$ cat src/rtl/axi_slave_wr_resp_pkg.sv
// Shared AXI write-responder definitions: FSM encodings, BRESP/AWBURST codes, default widths.
package axi_pkg;

  localparam logic [1:0] ST_IDLE = 2'd0;
  localparam logic [1:0] ST_DATA = 2'd1;
  localparam logic [1:0] ST_RESP = 2'd2;

  typedef enum logic [1:0] {
    IDLE = ST_IDLE,
    DATA = ST_DATA,
    RESP = ST_RESP
  } state_t;

  localparam logic [1:0] RESP_OKAY   = 2'b00;
  localparam logic [1:0] RESP_SLVERR = 2'b10;

  localparam logic [1:0] BURST_FIXED = 2'b00;
  localparam logic [1:0] BURST_INCR  = 2'b01;

  localparam int DEF_ID_W   = 8;
  localparam int DEF_ADDR_W = 32;
  localparam int DEF_DATA_W = 32;
  localparam int DEF_LEN_W  = 4;

endpackage

$ cat src/rtl/axi_slave_wr_resp_if.sv
// AW/W/B channel bundle between interconnect (master side) and one memory slave responder.
interface axi_slave_wr_resp_if #(
  parameter int ID_W   = 8,
  parameter int ADDR_W = 32,
  parameter int DATA_W = 32,
  parameter int LEN_W  = 4
) ();

  logic [ID_W-1:0]     AWID;
  logic [ADDR_W-1:0]   AWADDR;
  logic [LEN_W-1:0]    AWLEN;
  logic [2:0]          AWSIZE;
  logic [1:0]          AWBURST;
  logic                AWVALID;
  logic                AWREADY;
  logic [DATA_W-1:0]   WDATA;
  logic [DATA_W/8-1:0] WSTRB;
  logic                WLAST;
  logic                WVALID;
  logic                WREADY;
  logic [ID_W-1:0]     BID;
  logic [1:0]          BRESP;
  logic                BVALID;
  logic                BREADY;

  modport slave (
    input  AWID, AWADDR, AWLEN, AWSIZE, AWBURST, AWVALID,
    output AWREADY,
    input  WDATA, WSTRB, WLAST, WVALID,
    output WREADY,
    output BID, BRESP, BVALID,
    input  BREADY
  );

  modport master (
    output AWID, AWADDR, AWLEN, AWSIZE, AWBURST, AWVALID,
    input  AWREADY,
    output WDATA, WSTRB, WLAST, WVALID,
    input  WREADY,
    input  BID, BRESP, BVALID,
    output BREADY
  );

endinterface

$ cat src/rtl/axi_slave_wr_resp_addr_gen.sv
// Burst address generator: current byte address and beat counter for one write burst.
module axi_wr_addr_gen
  import axi_pkg::*;
#(
  parameter int ADDR_W     = 32,
  parameter int LEN_W      = 4,
  parameter int BEAT_BYTES = 4
) (
  input  logic              clk,
  input  logic              rst,
  input  logic              load,
  input  logic [ADDR_W-1:0] start_addr,
  input  logic [LEN_W-1:0]  len,
  input  logic [1:0]        burst,
  input  logic              step,
  output logic [ADDR_W-3:0] mem_addr,
  output logic              last_beat
);

  logic [ADDR_W-1:0] cur_addr;
  logic [LEN_W-1:0]  beat_cnt;
  logic [LEN_W-1:0]  len_q;
  logic [1:0]        burst_q;

  always_ff @(posedge clk) begin
    if (rst) begin
      cur_addr <= '0;
      beat_cnt <= '0;
      len_q    <= '0;
      burst_q  <= BURST_FIXED;
    end else if (load) begin
      cur_addr <= start_addr;
      beat_cnt <= '0;
      len_q    <= len;
      burst_q  <= burst;
    end else if (step) begin
      beat_cnt <= beat_cnt + 1'b1;
      // Anything other than FIXED (incl. reserved codes) advances like INCR; wraps at 2^ADDR_W.
      if (burst_q != BURST_FIXED)
        cur_addr <= cur_addr + ADDR_W'(BEAT_BYTES);
    end
  end

  assign mem_addr  = cur_addr[ADDR_W-1:2];
  assign last_beat = (beat_cnt == len_q);

endmodule

$ cat src/rtl/axi_slave_wr_resp.sv
// AXI slave write responder: one AW burst, W beats to SRAM strobes, then B response.
// Optional macro AXI_WLAST_CHECK_EN: a WLAST/AWLEN mismatch ends the burst and yields SLVERR.
module axi_slave_wr_resp
  import axi_pkg::*;
#(
  parameter int ID_W   = DEF_ID_W,
  parameter int ADDR_W = DEF_ADDR_W,
  parameter int DATA_W = DEF_DATA_W,
  parameter int LEN_W  = DEF_LEN_W
) (
  input  logic                 clk,
  input  logic                 rst,
  axi_slave_wr_resp_if.slave   axi,
  output logic [DATA_W/8-1:0]  mem_web,
  output logic [ADDR_W-3:0]    mem_addr,
  output logic [DATA_W-1:0]    mem_wdata
);

  localparam int         BEAT_BYTES = DATA_W / 8;
  localparam logic [2:0] SIZE_CODE  = 3'($clog2(BEAT_BYTES));

  state_t          state;
  logic [ID_W-1:0] id_q;
  logic            err;
  logic            aw_hs;
  logic            w_hs;
  logic            last_beat;
  logic            burst_done;
  logic            wlast_err;

  assign aw_hs = (state == IDLE) && !rst && axi.AWVALID;
  assign w_hs  = (state == DATA) && axi.WVALID;

`ifdef AXI_WLAST_CHECK_EN
  assign wlast_err  = (axi.WLAST != last_beat);
  assign burst_done = last_beat || axi.WLAST;
`else
  logic wlast_unused;
  assign wlast_unused = axi.WLAST;
  assign wlast_err    = 1'b0;
  assign burst_done   = last_beat;
`endif

  axi_wr_addr_gen #(
    .ADDR_W     (ADDR_W),
    .LEN_W      (LEN_W),
    .BEAT_BYTES (BEAT_BYTES)
  ) u_addr_gen (
    .clk        (clk),
    .rst        (rst),
    .load       (aw_hs),
    .start_addr (axi.AWADDR),
    .len        (axi.AWLEN),
    .burst      (axi.AWBURST),
    .step       (w_hs),
    .mem_addr   (mem_addr),
    .last_beat  (last_beat)
  );

  always_ff @(posedge clk) begin
    if (rst) begin
      state <= IDLE;
      id_q  <= '0;
      err   <= 1'b0;
    end else begin
      case (state)
        IDLE: if (aw_hs) begin
          id_q  <= axi.AWID;
          err   <= (axi.AWSIZE != SIZE_CODE);
          state <= DATA;
        end
        DATA: if (w_hs) begin
          // err is registered, so the beat that exposes a WLAST mismatch is still written.
          if (wlast_err)
            err <= 1'b1;
          if (burst_done)
            state <= RESP;
        end
        RESP: if (axi.BREADY)
          state <= IDLE;
        default: state <= IDLE;
      endcase
    end
  end

  assign axi.AWREADY = (state == IDLE) && !rst;
  assign axi.WREADY  = (state == DATA);
  assign axi.BVALID  = (state == RESP);
  assign axi.BID     = id_q;
  assign axi.BRESP   = err ? RESP_SLVERR : RESP_OKAY;

  assign mem_web   = (w_hs && !err) ? ~axi.WSTRB : '1;
  assign mem_wdata = axi.WDATA;

endmodule

$ cat src/flat_wrapper.sv
// flat-port wrapper written by rule: the top's interface ports become plain ports
module axi_slave_wr_resp_flat import axi_pkg::*;
#(
  parameter int ID_W   = DEF_ID_W,
  parameter int ADDR_W = DEF_ADDR_W,
  parameter int DATA_W = DEF_DATA_W,
  parameter int LEN_W  = DEF_LEN_W
)
  (clk, rst, mem_web, mem_addr, mem_wdata, axi_AWID, axi_AWADDR, axi_AWLEN, axi_AWSIZE, axi_AWBURST, axi_AWVALID, axi_AWREADY, axi_WDATA, axi_WSTRB, axi_WLAST, axi_WVALID, axi_WREADY, axi_BID, axi_BRESP, axi_BVALID, axi_BREADY);
  axi_slave_wr_resp_if #(.ID_W(ID_W), .ADDR_W(ADDR_W), .DATA_W(DATA_W), .LEN_W(LEN_W)) axi_i ();
  input  logic clk;
  input  logic rst;
  output logic [DATA_W/8-1:0] mem_web;
  output logic [ADDR_W-3:0] mem_addr;
  output logic [DATA_W-1:0] mem_wdata;
  input wire logic [$bits(axi_i.AWID)-1:0] axi_AWID;
  input wire logic [$bits(axi_i.AWADDR)-1:0] axi_AWADDR;
  input wire logic [$bits(axi_i.AWLEN)-1:0] axi_AWLEN;
  input wire logic [$bits(axi_i.AWSIZE)-1:0] axi_AWSIZE;
  input wire logic [$bits(axi_i.AWBURST)-1:0] axi_AWBURST;
  input wire logic [$bits(axi_i.AWVALID)-1:0] axi_AWVALID;
  output wire logic [$bits(axi_i.AWREADY)-1:0] axi_AWREADY;
  input wire logic [$bits(axi_i.WDATA)-1:0] axi_WDATA;
  input wire logic [$bits(axi_i.WSTRB)-1:0] axi_WSTRB;
  input wire logic [$bits(axi_i.WLAST)-1:0] axi_WLAST;
  input wire logic [$bits(axi_i.WVALID)-1:0] axi_WVALID;
  output wire logic [$bits(axi_i.WREADY)-1:0] axi_WREADY;
  output wire logic [$bits(axi_i.BID)-1:0] axi_BID;
  output wire logic [$bits(axi_i.BRESP)-1:0] axi_BRESP;
  output wire logic [$bits(axi_i.BVALID)-1:0] axi_BVALID;
  input wire logic [$bits(axi_i.BREADY)-1:0] axi_BREADY;
  assign axi_i.AWID = axi_AWID;
  assign axi_i.AWADDR = axi_AWADDR;
  assign axi_i.AWLEN = axi_AWLEN;
  assign axi_i.AWSIZE = axi_AWSIZE;
  assign axi_i.AWBURST = axi_AWBURST;
  assign axi_i.AWVALID = axi_AWVALID;
  assign axi_AWREADY = axi_i.AWREADY;
  assign axi_i.WDATA = axi_WDATA;
  assign axi_i.WSTRB = axi_WSTRB;
  assign axi_i.WLAST = axi_WLAST;
  assign axi_i.WVALID = axi_WVALID;
  assign axi_WREADY = axi_i.WREADY;
  assign axi_BID = axi_i.BID;
  assign axi_BRESP = axi_i.BRESP;
  assign axi_BVALID = axi_i.BVALID;
  assign axi_i.BREADY = axi_BREADY;
  axi_slave_wr_resp #(.ID_W(ID_W), .ADDR_W(ADDR_W), .DATA_W(DATA_W), .LEN_W(LEN_W)) u_core (.clk(clk), .rst(rst), .axi(axi_i), .mem_web(mem_web), .mem_addr(mem_addr), .mem_wdata(mem_wdata));
endmodule
$ cat config.mk
export PLATFORM = sky130hd
export DESIGN_NAME = axi_slave_wr_resp_flat
export DESIGN_NICKNAME = d
export VERILOG_FILES = /design/src/rtl/axi_slave_wr_resp_pkg.sv /design/src/rtl/axi_slave_wr_resp_if.sv /design/src/rtl/axi_slave_wr_resp_addr_gen.sv /design/src/rtl/axi_slave_wr_resp.sv /design/src/flat_wrapper.sv
export SDC_FILE = /design/constraint.sdc
export NUM_CORES = 1
export LEC_CHECK = 0
export CORE_ASPECT_RATIO = 0.8
export CORE_MARGIN = 2
export CORE_UTILIZATION = 57
export CTS_CLUSTER_DIAMETER = 120
export CTS_CLUSTER_SIZE = 16
export DETAILED_ROUTE_END_ITERATION = 8
export DONT_BUFFER_PORTS = 1
export PLACE_DENSITY = 0.83
export SKIP_LAST_GASP = 1
export SYNTH_ARGS = -nofsm -noshare
export SYNTH_HDL_FRONTEND = slang
export SYNTH_SLANG_ARGS = --single-unit
$ cat constraint.sdc
create_clock -name clk -period 1.9 [get_ports clk]
set_clock_uncertainty 0.1 [all_clocks]
set_input_delay 0.38 -clock clk [delete_from_list [all_inputs] [get_ports clk]]
set_output_delay 0.38 -clock clk [all_outputs]
set_load 0.02 [all_outputs]
==> run_summary.xml, run 1 <==
<?xml version="1.0" encoding="UTF-8"?>
<metrics>
  <group name="critical_path">
    <metric name="path_max_fanout" unit="">7</metric>
    <metric name="critical_path_class" unit="">flip-flop to flip-flop</metric>
    <metric name="startpoint" unit="">u_core.state[1]</metric>
    <metric name="path_cells" unit="">nand3b_4 &gt; or4_4 &gt; or4_4 &gt; a311oi_2</metric>
    <metric name="cpMostUsedCell" unit="">or4_4</metric>
    <metric name="worst_path_dominant_cell_family" unit="">simple AND/OR/NAND/NOR gates</metric>
    <metric name="worst_r2r_startpoint" unit="">u_core.state[1]</metric>
    <metric name="slowest_stage_cell_cp" unit="">or4_4</metric>
    <metric name="critical_path_endpoint_category" unit="">flip-flop</metric>
    <metric name="crit_required" unit="ns">2.03</metric>
    <metric name="worst_setup_path_start_kind" unit="">flip-flop</metric>
    <metric name="max_stage_delay_on_crit_path" unit="ns">0.60</metric>
    <metric name="crit_arrival" unit="ns">2.05</metric>
    <metric name="critPathBufInv" unit="">0</metric>
  </group>
  <group name="finish">
    <metric name="layout_common_cells" unit="">65 x buf_4, 60 x nand2_1, 32 x dfxtp_1</metric>
    <metric name="area_growth_syn_to_layout" unit="%">19.0</metric>
    <metric name="fillers" unit="">370</metric>
    <metric name="final_core_utilization" unit="%">70.4</metric>
    <metric name="final_net_count" unit="">493</metric>
    <metric name="finalNonFillerCells" unit="">463</metric>
    <metric name="layout.cell_area.non_filler" unit="sq mm">0.00353</metric>
    <metric name="antennaDiodeCount" unit="">0</metric>
    <metric name="layout_commonest_cell" unit="">buf_4</metric>
    <metric name="drive_gt1_share" unit="%">30.4</metric>
  </group>
  <group name="sta">
    <metric name="rsz_0062_raised_after_global_routing" unit="">true</metric>
    <metric name="final.min_clock_period" unit="ns">1.92</metric>
    <metric name="finalMaxSlewViolations" unit="">0</metric>
    <metric name="report.final.setup_viol" unit="">4</metric>
    <metric name="setup_total_negative_slack" unit="ns">-0.0382</metric>
    <metric name="final.setup.worst_slack" unit="ns">-0.0178</metric>
    <metric name="final_min_period_over_clock_period" unit="%">101</metric>
    <metric name="hold_viol_final" unit="">0</metric>
    <metric name="fmax" unit="GHz">0.521</metric>
  </group>
  <group name="floorplanning">
    <metric name="num_rows" unit="">23</metric>
    <metric name="dieArea" unit="sq mm">0.00579</metric>
    <metric name="core_region_area" unit="sq mm">0.00501</metric>
    <metric name="ios" unit="">170</metric>
    <metric name="dieHeight" unit="um">68.5</metric>
    <metric name="die_width" unit="um">84.6</metric>
    <metric name="initial_core_util" unit="%">59.2</metric>
  </group>
  <group name="place">
    <metric name="detailedPlace.worstSlack" unit="ns">-0.0579</metric>
    <metric name="port_buffers" unit="">0</metric>
    <metric name="place.detailed.instances" unit="">448</metric>
    <metric name="place_hpwl" unit="um">6200</metric>
    <metric name="placedInstanceArea" unit="sq mm">0.00329</metric>
    <metric name="globalplace.congestion" unit="">0.900</metric>
  </group>
  <group name="grt">
    <metric name="groute.usage.overall" unit="%">28.9</metric>
    <metric name="vias_in_the_first_global_route" unit="">2747</metric>
    <metric name="grt_overflow_total" unit="">0</metric>
    <metric name="grt_first_pass_wirelength" unit="um">13300</metric>
    <metric name="maximum_number_of_pins_on_one_net_before_global_route_repair" unit="">52</metric>
    <metric name="number_of_antenna_violations_at_the_first_check_in_global_routing" unit="">0</metric>
  </group>
  <group name="worst_hold_path">
    <metric name="holdCritPathClass" unit="">input pin to flip-flop</metric>
    <metric name="hp-start" unit="">rst</metric>
  </group>
  <group name="synth">
    <metric name="syn_inst" unit="">378</metric>
    <metric name="synth-async-reset-ratio" unit="%">0</metric>
    <metric name="main_flop_type_after_synthesis" unit="">dfxtp_1</metric>
    <metric name="synth_cell_types" unit="">45</metric>
    <metric name="ys_warn_count" unit="">0</metric>
    <metric name="ys_top_cells_by_area" unit="">dfxtp_1 34%, buf_4 8.6%, nand2_1 7.6%</metric>
    <metric name="synth_seq_cells" unit="">51</metric>
    <metric name="synth.yosys.seq_area_share" unit="%">34.5</metric>
    <metric name="synth.cell_area" unit="sq mm">0.00296</metric>
    <metric name="number_of_enable_type_register_cells_in_the_synthesized_netlist" unit="">0</metric>
    <metric name="netlist.top_cell.by_area" unit="">dfxtp_1</metric>
    <metric name="synth_nets" unit="">471</metric>
    <metric name="synth_top_area_share" unit="%">34.5</metric>
    <metric name="syn_avg_cell_area" unit="sq um">7.84</metric>
  </group>
  <group name="cts">
    <metric name="cts_sinks" unit="">51</metric>
    <metric name="clk-insertion-delay-late" unit="ns">0.31</metric>
    <metric name="cts_made_buffers" unit="">5</metric>
    <metric name="ctsHoldBuffers" unit="">0</metric>
    <metric name="cts-root-buf" unit="">clkbuf_8</metric>
    <metric name="clock_tree_from_tritoncts" unit="">built</metric>
    <metric name="cts_max_level" unit="">2</metric>
    <metric name="clockBufferDepth" unit="">2</metric>
    <metric name="path_clk_slew" unit="ns">0.10</metric>
  </group>
  <group name="outcome">
    <metric name="outcome" unit="">finished, violations left</metric>
    <metric name="failed_checks" unit="">setup timing</metric>
  </group>
  <group name="power">
    <metric name="vdd.ir_drop.worst" unit="V">0.000397</metric>
    <metric name="leakage" unit="uW">0.00130</metric>
    <metric name="power.density" unit="mW/mm^2">754</metric>
  </group>
  <group name="job">
    <metric name="maxCapViolCount" unit="">0</metric>
  </group>
  <group name="detailed_routing">
    <metric name="drc_errors" unit="">0</metric>
    <metric name="detail_route.iter0.violations" unit="">191</metric>
    <metric name="wl" unit="um">8530</metric>
    <metric name="route.antenna.remaining_nets" unit="">0</metric>
    <metric name="routed-via-count" unit="">2983</metric>
    <metric name="drt-wirelength-per-cell" unit="um">18.4</metric>
    <metric name="route.detailed.vias_per_inst" unit="">6.44</metric>
    <metric name="drt_first_pass_iters" unit="">5</metric>
  </group>
</metrics>
power breakdown:
| group | total [uW] | switching, uW | internal, uW |
|---|---|---|---|
| Clock | 659 | 393 | 266 |
| Combinational | 704 | 409 | 295 |
| Sequential | 1300 | 121 | 1180 |
per-layer routing:
| layer | vias to the layer above | routed length, um | track usage (%) |
|---|---|---|---|
| met2 | 162 | 3920 | 47.7 |
| met5 | - | 0 | 0 |
| li1 | 1406 | - | - |
| met1 | 1387 | 3550 | 37.5 |
| met3 | 28 | 932 | 7.60 |
| met4 | 0 | 125 | 9.13 |
what timing repair did:
action	4_1_cts	5_1_grt
setup endpoints to repair	11	21
gates resized for setup	2	21
gates cloned	0	0
pin swaps	8	17
buffers inserted	5	2
worst paths after layout:
path / to / slack (ns) / cells past startpoint
worst max-delay path: u_core.u_addr_gen.cur_addr[24] / -0.02 / 4
worst min-delay path: u_core.u_addr_gen.cur_addr[27] / 0.02 / 1
worst max register to register: u_core.u_addr_gen.cur_addr[24] / -0.02 / 4
worst min register to register: u_core.u_addr_gen.len_q[0] / 0.37 / 2
worst reg2reg max path, delay by kind of cell, from the launching register on:
kind	cells	cell delay (ns)
simple gates	3	1.20
flops	1	0.34
compound gates	1	0.21
flip-flops by register name, indices dropped and copies added, names as in the netlist:
name / count
u_core.u_addr_gen.cur_addr: 30
u_core.state: 2
u_core.axi.BID: 8
u_core.u_addr_gen.len_q: 4
u_core.u_addr_gen.beat_cnt: 4
u_core.u_addr_gen.burst_q: 2
u_core.err: 1
stage by stage:
stage / power [uW] / hold WS [ns]
2_1_floorplan: 1820 / 0.344
4_1_cts: 2640 / 0.0110
3_5_place_dp: 1990 / 0.351
3_3_place_gp: 1950 / 0.349
6_report: 2660 / 0.0166
5_1_grt: 2780 / 0.0141
cells in the mapped netlist, drive strengths merged, types with 3 or more instances:
cell,number
a31oi,13
o311ai,4
or2,3
nor2,21
nand4,11
xor2,9
nor3,9
clkbuf,19
nand3,19
and4,5
and2,3
or4,16
a211oi,6
xnor2,3
o31ai,8
nand2,60
or3,10
and3,4
buf,37
a21oi,19
inv,5
o211ai,8
a311oi,9
dfxtp,51
nor4,4
area by class of cell:
cell class              count  area, sq um  share of cell area, %
multi-input cells         266         1700                   48.2
flip-flops and latches     51         1080                   30.6
repair buffers             71          564                   16.0
well taps                  62         77.6                   2.20
clock buffers               6         72.6                   2.06
inverters                   5         18.8                  0.532
clock inverters             2         16.3                  0.461
logic make-up after synthesis:
logic type | Yosys count | share of synthesized area, %
flip-flops | 51 | 34.5
AND/OR/NAND/NOR | 173 | 30.4
AO/OA/AOI/OAI | 78 | 18.5
buffers and inverters | 61 | 12.1
adder cells (fa/ha/maj) | 2 | 0.844
XOR/XNOR | 12 | 3.55
other | 1 | 0.127
Power figures use the tool's default switching activity.
==> run 2: changes to the inputs <==
--- a/config.mk
+++ b/config.mk
@@ -12,7 +12,7 @@
 export CTS_CLUSTER_SIZE = 16
 export DETAILED_ROUTE_END_ITERATION = 8
 export DONT_BUFFER_PORTS = 1
-export PLACE_DENSITY = 0.83
+export PLACE_DENSITY_LB_ADDON = 0.08
 export SKIP_LAST_GASP = 1
 export SYNTH_ARGS = -nofsm -noshare
 export SYNTH_HDL_FRONTEND = slang
==> run 2 against run 1 <==
- non-clock buffer count decreased by 5
- critical path depth unchanged
- sequential share of layout area up 0.54 points
- combinational power down 5.5%
- the run still ends with setup timing left
- cell count is 1.1% lower
- routed wire length fell by 0.94%
==> run_summary.xml, run 2 (same netlist as run 1, synthesis figures left out) <==
<?xml version="1.0" encoding="UTF-8"?>
<metrics>
  <group name="outcome">
    <metric name="outcome" unit="">finished, violations left</metric>
    <metric name="failed_checks" unit="">setup timing</metric>
  </group>
  <group name="worst_hold_path">
    <metric name="worst_hold_path.endpoint" unit="">u_core.u_addr_gen.cur_addr[26]</metric>
    <metric name="hp-start" unit="">rst</metric>
    <metric name="min_path_cells" unit="">1</metric>
    <metric name="holdCritPathClass" unit="">input pin to flip-flop</metric>
  </group>
  <group name="critical_path">
    <metric name="crit_required" unit="ns">2.04</metric>
    <metric name="startpoint" unit="">u_core.state[1]</metric>
    <metric name="r2r.worst_path.cells" unit="">4</metric>
    <metric name="worst_r2r_startpoint" unit="">u_core.state[1]</metric>
    <metric name="reg2reg_setup_slack" unit="ns">-0.05</metric>
    <metric name="crit_arrival" unit="ns">2.09</metric>
    <metric name="worst_setup_path_start_kind" unit="">flip-flop</metric>
    <metric name="worst_r2r_endpoint" unit="">u_core.u_addr_gen.cur_addr[24]</metric>
    <metric name="path_max_fanout" unit="">8</metric>
    <metric name="critical_path_endpoint_category" unit="">flip-flop</metric>
    <metric name="critical_path_class" unit="">flip-flop to flip-flop</metric>
  </group>
  <group name="finish">
    <metric name="drive_gt1_share" unit="%">29.3</metric>
    <metric name="area_growth_syn_to_layout" unit="%">16.9</metric>
    <metric name="layout_commonest_cell" unit="">buf_4</metric>
    <metric name="antennaDiodeCount" unit="">0</metric>
    <metric name="final_net_count" unit="">488</metric>
    <metric name="multiInputGateArea" unit="sq mm">0.00168</metric>
    <metric name="max_flop_register" unit="">u_core.u_addr_gen.cur_addr</metric>
    <metric name="largest_register_ffs" unit="">30</metric>
    <metric name="layout_common_cells" unit="">62 x buf_4, 60 x nand2_1, 32 x dfxtp_1</metric>
    <metric name="layout.area.seq" unit="sq mm">0.00108</metric>
    <metric name="fillers" unit="">429</metric>
  </group>
  <group name="grt">
    <metric name="number_of_antenna_violations_at_the_first_check_in_global_routing" unit="">0</metric>
    <metric name="groute.layer.met2.usage" unit="%">43.2</metric>
    <metric name="busiest_layer" unit="">met2</metric>
    <metric name="grt_overflow_total" unit="">0</metric>
    <metric name="grt_use_met3" unit="%">8.20</metric>
    <metric name="vias_in_the_first_global_route" unit="">2643</metric>
    <metric name="groute.usage.overall" unit="%">29.2</metric>
    <metric name="maximum_number_of_pins_on_one_net_before_global_route_repair" unit="">52</metric>
    <metric name="grt_first_pass_wirelength" unit="um">13400</metric>
    <metric name="met1_usage" unit="%">41.8</metric>
  </group>
  <group name="detailed_routing">
    <metric name="detail_route.iter0.violations" unit="">234</metric>
    <metric name="route.antenna.remaining_nets" unit="">0</metric>
    <metric name="wl" unit="um">8450</metric>
    <metric name="route.detailed.vias_per_inst" unit="">6.37</metric>
    <metric name="drc_errors" unit="">0</metric>
    <metric name="drt_first_pass_iters" unit="">5</metric>
    <metric name="routed-via-count" unit="">2917</metric>
    <metric name="drt-wirelength-per-cell" unit="um">18.4</metric>
  </group>
  <group name="cts">
    <metric name="clock_tree_from_tritoncts" unit="">built</metric>
    <metric name="path_clk_slew" unit="ns">0.10</metric>
    <metric name="cts_made_buffers" unit="">5</metric>
    <metric name="cts_sinks" unit="">51</metric>
    <metric name="cts_max_level" unit="">2</metric>
    <metric name="cts-root-buf" unit="">clkbuf_8</metric>
    <metric name="clk-insertion-delay-late" unit="ns">0.32</metric>
    <metric name="ctsHoldBuffers" unit="">0</metric>
    <metric name="clockBufferDepth" unit="">2</metric>
  </group>
  <group name="sta">
    <metric name="rsz_0062_raised_after_global_routing" unit="">true</metric>
    <metric name="fmax" unit="GHz">0.513</metric>
    <metric name="final.min_clock_period" unit="ns">1.95</metric>
    <metric name="final.setup.worst_slack" unit="ns">-0.0483</metric>
    <metric name="hold_viol_final" unit="">0</metric>
    <metric name="final_min_period_over_clock_period" unit="%">103</metric>
    <metric name="finalMaxSlewViolations" unit="">0</metric>
    <metric name="report.final.setup_viol" unit="">7</metric>
    <metric name="setup_total_negative_slack" unit="ns">-0.137</metric>
  </group>
  <group name="place">
    <metric name="globalplace.congestion" unit="">0.854</metric>
    <metric name="place_hpwl" unit="um">6200</metric>
    <metric name="port_buffers" unit="">0</metric>
  </group>
  <group name="power">
    <metric name="power.total" unit="uW">2630</metric>
    <metric name="power.density" unit="mW/mm^2">760</metric>
    <metric name="leakage" unit="uW">0.00127</metric>
    <metric name="vdd.ir_drop.worst" unit="V">0.000507</metric>
  </group>
  <group name="floorplanning">
    <metric name="dieArea" unit="sq mm">0.00579</metric>
    <metric name="initial_core_util" unit="%">59.2</metric>
    <metric name="num_rows" unit="">23</metric>
    <metric name="dieHeight" unit="um">68.5</metric>
    <metric name="die_width" unit="um">84.6</metric>
    <metric name="core_region_area" unit="sq mm">0.00501</metric>
    <metric name="ios" unit="">170</metric>
  </group>
  <group name="job">
    <metric name="maxCapViolCount" unit="">0</metric>
  </group>
</metrics>
-- run 2: layer usage --
| metal | share of wire (%) | routed length, um |
|---|---|---|
| met2 | 44 | 3680 |
| met3 | 9.8 | 829 |
| met1 | 45 | 3820 |
| met5 | 0 | 0 |
| met4 | 1.4 | 120 |
-- run 2: how the worst max path moves through the flow --
stage	cells past startpoint	end
finish	4	u_core.u_addr_gen.cur_addr[24]
global route	4	u_core.u_addr_gen.cur_addr[23]
CTS	6	u_core.u_addr_gen.cur_addr[24]
detailed placement	6	u_core.u_addr_gen.cur_addr[24]
global placement	6	u_core.u_addr_gen.cur_addr[24]
floorplan	5	u_core.u_addr_gen.cur_addr[21]
-- run 2: per-stage QoR --
| stage | worst slack [ns] | instances | utilization (%) | cell area, sq um | hold slack (ns) |
|---|---|---|---|---|---|
| 2_1_floorplan | -0.0814 | 378 | - | 3090 | 0.344 |
| 3_3_place_gp | -0.00609 | 446 | 65.5 | 3280 | 0.347 |
| 3_5_place_dp | -0.0277 | 446 | 65.5 | 3280 | 0.350 |
| 6_report | -0.0483 | 458 | 69.2 | 3460 | 0.0167 |
| 4_1_cts | -0.0419 | 456 | 67.8 | 3390 | 0.0128 |
| 5_1_grt | -0.0925 | 458 | 69.2 | 3460 | 0.00489 |
-- run 2: repair_timing --
item,in CTS,in global routing
endpoints found under the hold margin,0,0
setup buffers,2,2
cloned,0,0
endpoints found under the setup margin,12,23
pin swaps,10,11
resized for setup,2,15
-- run 2: final cells by class --
| cell class | instances | share of cell area, % |
|---|---|---|
| Multi-Input combinational cell | 266 | 48.5 |
| Sequential cell | 51 | 31.1 |
| Timing Repair Buffer | 66 | 15.0 |
| Tap cell | 62 | 2.24 |
| Clock buffer | 5 | 1.99 |
| Clock inverter | 3 | 0.650 |
| Inverter | 5 | 0.542 |
-- run 2: power breakdown --
group          switching [uW]  leakage [uW]  total (uW)  internal, uW
combinational             388      0.000794         665           277
sequential                131      0.000431        1310          1180
clock                     397     0.0000485         662           265
total                     916       0.00127        2630          1720
-- run 2: critical path, stage by stage (launching register included) --
cell and delay [ns]:
dfxtp_2 0.35, nand3b_4 0.16, or4_4 0.61, or4_1 0.41
a311oi_1 0.24
==> run 3: changes to the inputs <==
--- a/config.mk
+++ b/config.mk
@@ -6,7 +6,6 @@
 export NUM_CORES = 1
 export LEC_CHECK = 0
 export CORE_ASPECT_RATIO = 0.8
-export CORE_MARGIN = 2
 export CORE_UTILIZATION = 57
 export CTS_CLUSTER_DIAMETER = 120
 export CTS_CLUSTER_SIZE = 16
==> run 3 against run 2 <==
- worst setup slack better by 0.029 ns
- sequential power hardly changed
- routed wire length is 2.9% lower
- largest cell class unchanged
- largest power group unchanged
- utilization is 0.075 points higher
- total power is 1.0% lower
- fmax is 1.5% higher
- cell count is 0.22% lower
- via count is 1.3% lower
- clock power is 3.8% lower
- critical path depth stayed put
- the run still ends with setup timing left
==> run_summary.xml, run 3 (same netlist as run 1, synthesis figures left out) <==
<?xml version="1.0" encoding="UTF-8"?>
<metrics>
  <group name="outcome">
    <metric name="outcome" unit="">finished, violations left</metric>
    <metric name="failed_checks" unit="">setup timing</metric>
  </group>
  <group name="floorplanning">
    <metric name="die_width" unit="um">82.6</metric>
    <metric name="num_rows" unit="">23</metric>
    <metric name="dieHeight" unit="um">66.5</metric>
    <metric name="initial_core_util" unit="%">59.2</metric>
    <metric name="core_region_area" unit="sq mm">0.00501</metric>
    <metric name="dieArea" unit="sq mm">0.00549</metric>
    <metric name="ios" unit="">170</metric>
  </group>
  <group name="critical_path">
    <metric name="max_stage_delay_on_crit_path" unit="ns">0.61</metric>
    <metric name="path_max_fanout" unit="">8</metric>
    <metric name="path_cells" unit="">nand3_1 &gt; or4_4 &gt; or4_1 &gt; a311oi_1</metric>
    <metric name="reg2reg_setup_slack" unit="ns">-0.02</metric>
    <metric name="crit_arrival" unit="ns">2.04</metric>
    <metric name="r2r.worst_path.cells" unit="">4</metric>
    <metric name="critical_path_class" unit="">flip-flop to flip-flop</metric>
    <metric name="worst_r2r_startpoint" unit="">u_core.u_addr_gen.cur_addr[10]</metric>
    <metric name="worst_setup_path_start_kind" unit="">flip-flop</metric>
    <metric name="critical_path_endpoint_category" unit="">flip-flop</metric>
    <metric name="slowest_stage_cell_cp" unit="">or4_4</metric>
    <metric name="worst_r2r_endpoint" unit="">u_core.u_addr_gen.cur_addr[27]</metric>
    <metric name="crit_required" unit="ns">2.02</metric>
  </group>
  <group name="grt">
    <metric name="groute.usage.overall" unit="%">29.6</metric>
    <metric name="number_of_antenna_violations_at_the_first_check_in_global_routing" unit="">0</metric>
    <metric name="grt_first_pass_wirelength" unit="um">12300</metric>
    <metric name="maximum_number_of_pins_on_one_net_before_global_route_repair" unit="">52</metric>
    <metric name="vias_in_the_first_global_route" unit="">2566</metric>
    <metric name="grt_overflow_total" unit="">0</metric>
  </group>
  <group name="sta">
    <metric name="report.final.setup_viol" unit="">5</metric>
    <metric name="final.min_clock_period" unit="ns">1.92</metric>
    <metric name="hold_viol_final" unit="">0</metric>
    <metric name="fmax" unit="GHz">0.521</metric>
    <metric name="final.setup.worst_slack" unit="ns">-0.0191</metric>
    <metric name="finalMaxSlewViolations" unit="">0</metric>
    <metric name="rsz_0062_raised_after_global_routing" unit="">true</metric>
    <metric name="final_min_period_over_clock_period" unit="%">101</metric>
    <metric name="timing.hold.ws" unit="ns">0.0341</metric>
    <metric name="setup_total_negative_slack" unit="ns">-0.0452</metric>
  </group>
  <group name="detailed_routing">
    <metric name="route.antenna.remaining_nets" unit="">0</metric>
    <metric name="drc_errors" unit="">0</metric>
    <metric name="detail_route.iter0.violations" unit="">125</metric>
    <metric name="route.detailed.vias_per_inst" unit="">6.30</metric>
    <metric name="drt-wirelength-per-cell" unit="um">17.9</metric>
    <metric name="drt_first_pass_iters" unit="">4</metric>
    <metric name="wl" unit="um">8200</metric>
    <metric name="routed-via-count" unit="">2878</metric>
  </group>
  <group name="place">
    <metric name="place.detailed.instances" unit="">444</metric>
    <metric name="port_buffers" unit="">0</metric>
    <metric name="detailedPlace.worstSlack" unit="ns">-0.0579</metric>
    <metric name="place_hpwl" unit="um">5970</metric>
    <metric name="globalplace.congestion" unit="">0.821</metric>
  </group>
  <group name="finish">
    <metric name="area_growth_syn_to_layout" unit="%">17.1</metric>
    <metric name="finalNonFillerCells" unit="">457</metric>
    <metric name="layout_common_cells" unit="">61 x buf_4, 59 x nand2_1, 32 x dfxtp_1</metric>
    <metric name="fillers" unit="">427</metric>
    <metric name="multiInputGateArea" unit="sq mm">0.00170</metric>
    <metric name="layout.area.seq" unit="sq mm">0.00107</metric>
    <metric name="largest_register_ffs" unit="">30</metric>
    <metric name="drive_gt1_share" unit="%">29.6</metric>
    <metric name="layout_commonest_cell" unit="">buf_4</metric>
    <metric name="final_net_count" unit="">487</metric>
    <metric name="antennaDiodeCount" unit="">0</metric>
    <metric name="max_flop_register" unit="">u_core.u_addr_gen.cur_addr</metric>
  </group>
  <group name="cts">
    <metric name="cts_sinks" unit="">51</metric>
    <metric name="clk-insertion-delay-late" unit="ns">0.30</metric>
    <metric name="cts_made_buffers" unit="">5</metric>
    <metric name="clockBufferDepth" unit="">2</metric>
    <metric name="cts-root-buf" unit="">clkbuf_8</metric>
    <metric name="ctsHoldBuffers" unit="">0</metric>
    <metric name="path_clk_slew" unit="ns">0.10</metric>
    <metric name="clock_tree_from_tritoncts" unit="">built</metric>
    <metric name="cts_max_level" unit="">2</metric>
  </group>
  <group name="power">
    <metric name="leakage" unit="uW">0.00127</metric>
    <metric name="vdd.ir_drop.worst" unit="V">0.000491</metric>
    <metric name="power.density" unit="mW/mm^2">752</metric>
  </group>
  <group name="worst_hold_path">
    <metric name="holdCritPathClass" unit="">input pin to flip-flop</metric>
    <metric name="worst_hold_path.endpoint" unit="">u_core.u_addr_gen.cur_addr[26]</metric>
    <metric name="hp-start" unit="">rst</metric>
    <metric name="min_path_cells" unit="">1</metric>
  </group>
  <group name="job">
    <metric name="maxCapViolCount" unit="">0</metric>
  </group>
</metrics>
## run 3: cell types whose count changed in the layout (fill, tap and decap cells not counted), sizes merged
cell / previous run / this run
buf: 66 / 65
clkinvlp: 0 / 1
inv: 6 / 5
## run 3: how the worst max path moves through the flow
stage / startpoint / end / cells after the start
detailed placement: u_core.u_addr_gen.cur_addr[2] / u_core.u_addr_gen.cur_addr[22] / 5
CTS: u_core.u_addr_gen.cur_addr[8] / u_core.u_addr_gen.cur_addr[19] / 4
finish: u_core.u_addr_gen.cur_addr[10] / u_core.u_addr_gen.cur_addr[27] / 4
global route: u_core.u_addr_gen.cur_addr[15] / u_core.u_addr_gen.cur_addr[20] / 4
floorplan: u_core.u_addr_gen.cur_addr[7] / u_core.u_addr_gen.cur_addr[21] / 5
global placement: u_core.u_addr_gen.cur_addr[2] / u_core.u_addr_gen.cur_addr[24] / 6
## run 3: cell type report
type                       count  area share [%]
clock buffer                   5            1.98
clock inverter                 3           0.577
inverter                       5           0.541
multi-input combinational    266            48.9
sequential                    51            31.0
tap                           62            2.24
timing repair buffer          65            14.8
## run 3: per-layer routing
layer,up-vias,share of wire [%],GRT usage (%)
li1,1389,-,-
met1,1349,44,41.1
met2,125,45,45.6
met3,15,9.0,7.26
met4,0,1.1,7.54
met5,-,0,0
## run 3: what timing repair did
item | CTS | global route
pin swaps | 7 | 6
resized for setup | 4 | 15
endpoints found under the setup margin | 12 | 20
setup buffers | 1 | 4
## run 3: stage by stage
step / util [%] / power [uW] / area, sq um
2_1_floorplan: - / 1820 / 3090
3_3_place_gp: 65.2 / 1950 / 3260
3_5_place_dp: 65.2 / 1970 / 3260
4_1_cts: 67.4 / 2590 / 3380
5_1_grt: 69.3 / 2750 / 3470
6_report: 69.3 / 2610 / 3470
## run 3: critical path, delay by kind of cell, from the launching register on
family           cells  cell delay (ns)
AND/OR/NAND/NOR      3             1.14
flip-flops           1             0.38
AO/OA/AOI/OAI        1             0.22
## run 3: where the power goes
part / internal, uW / leakage (uW) / switching [uW] / total [uW]
Clock: 258 / 0.0000418 / 379 / 637
Sequential: 1180 / 0.000430 / 126 / 1300
Combinational: 276 / 0.000793 / 392 / 669
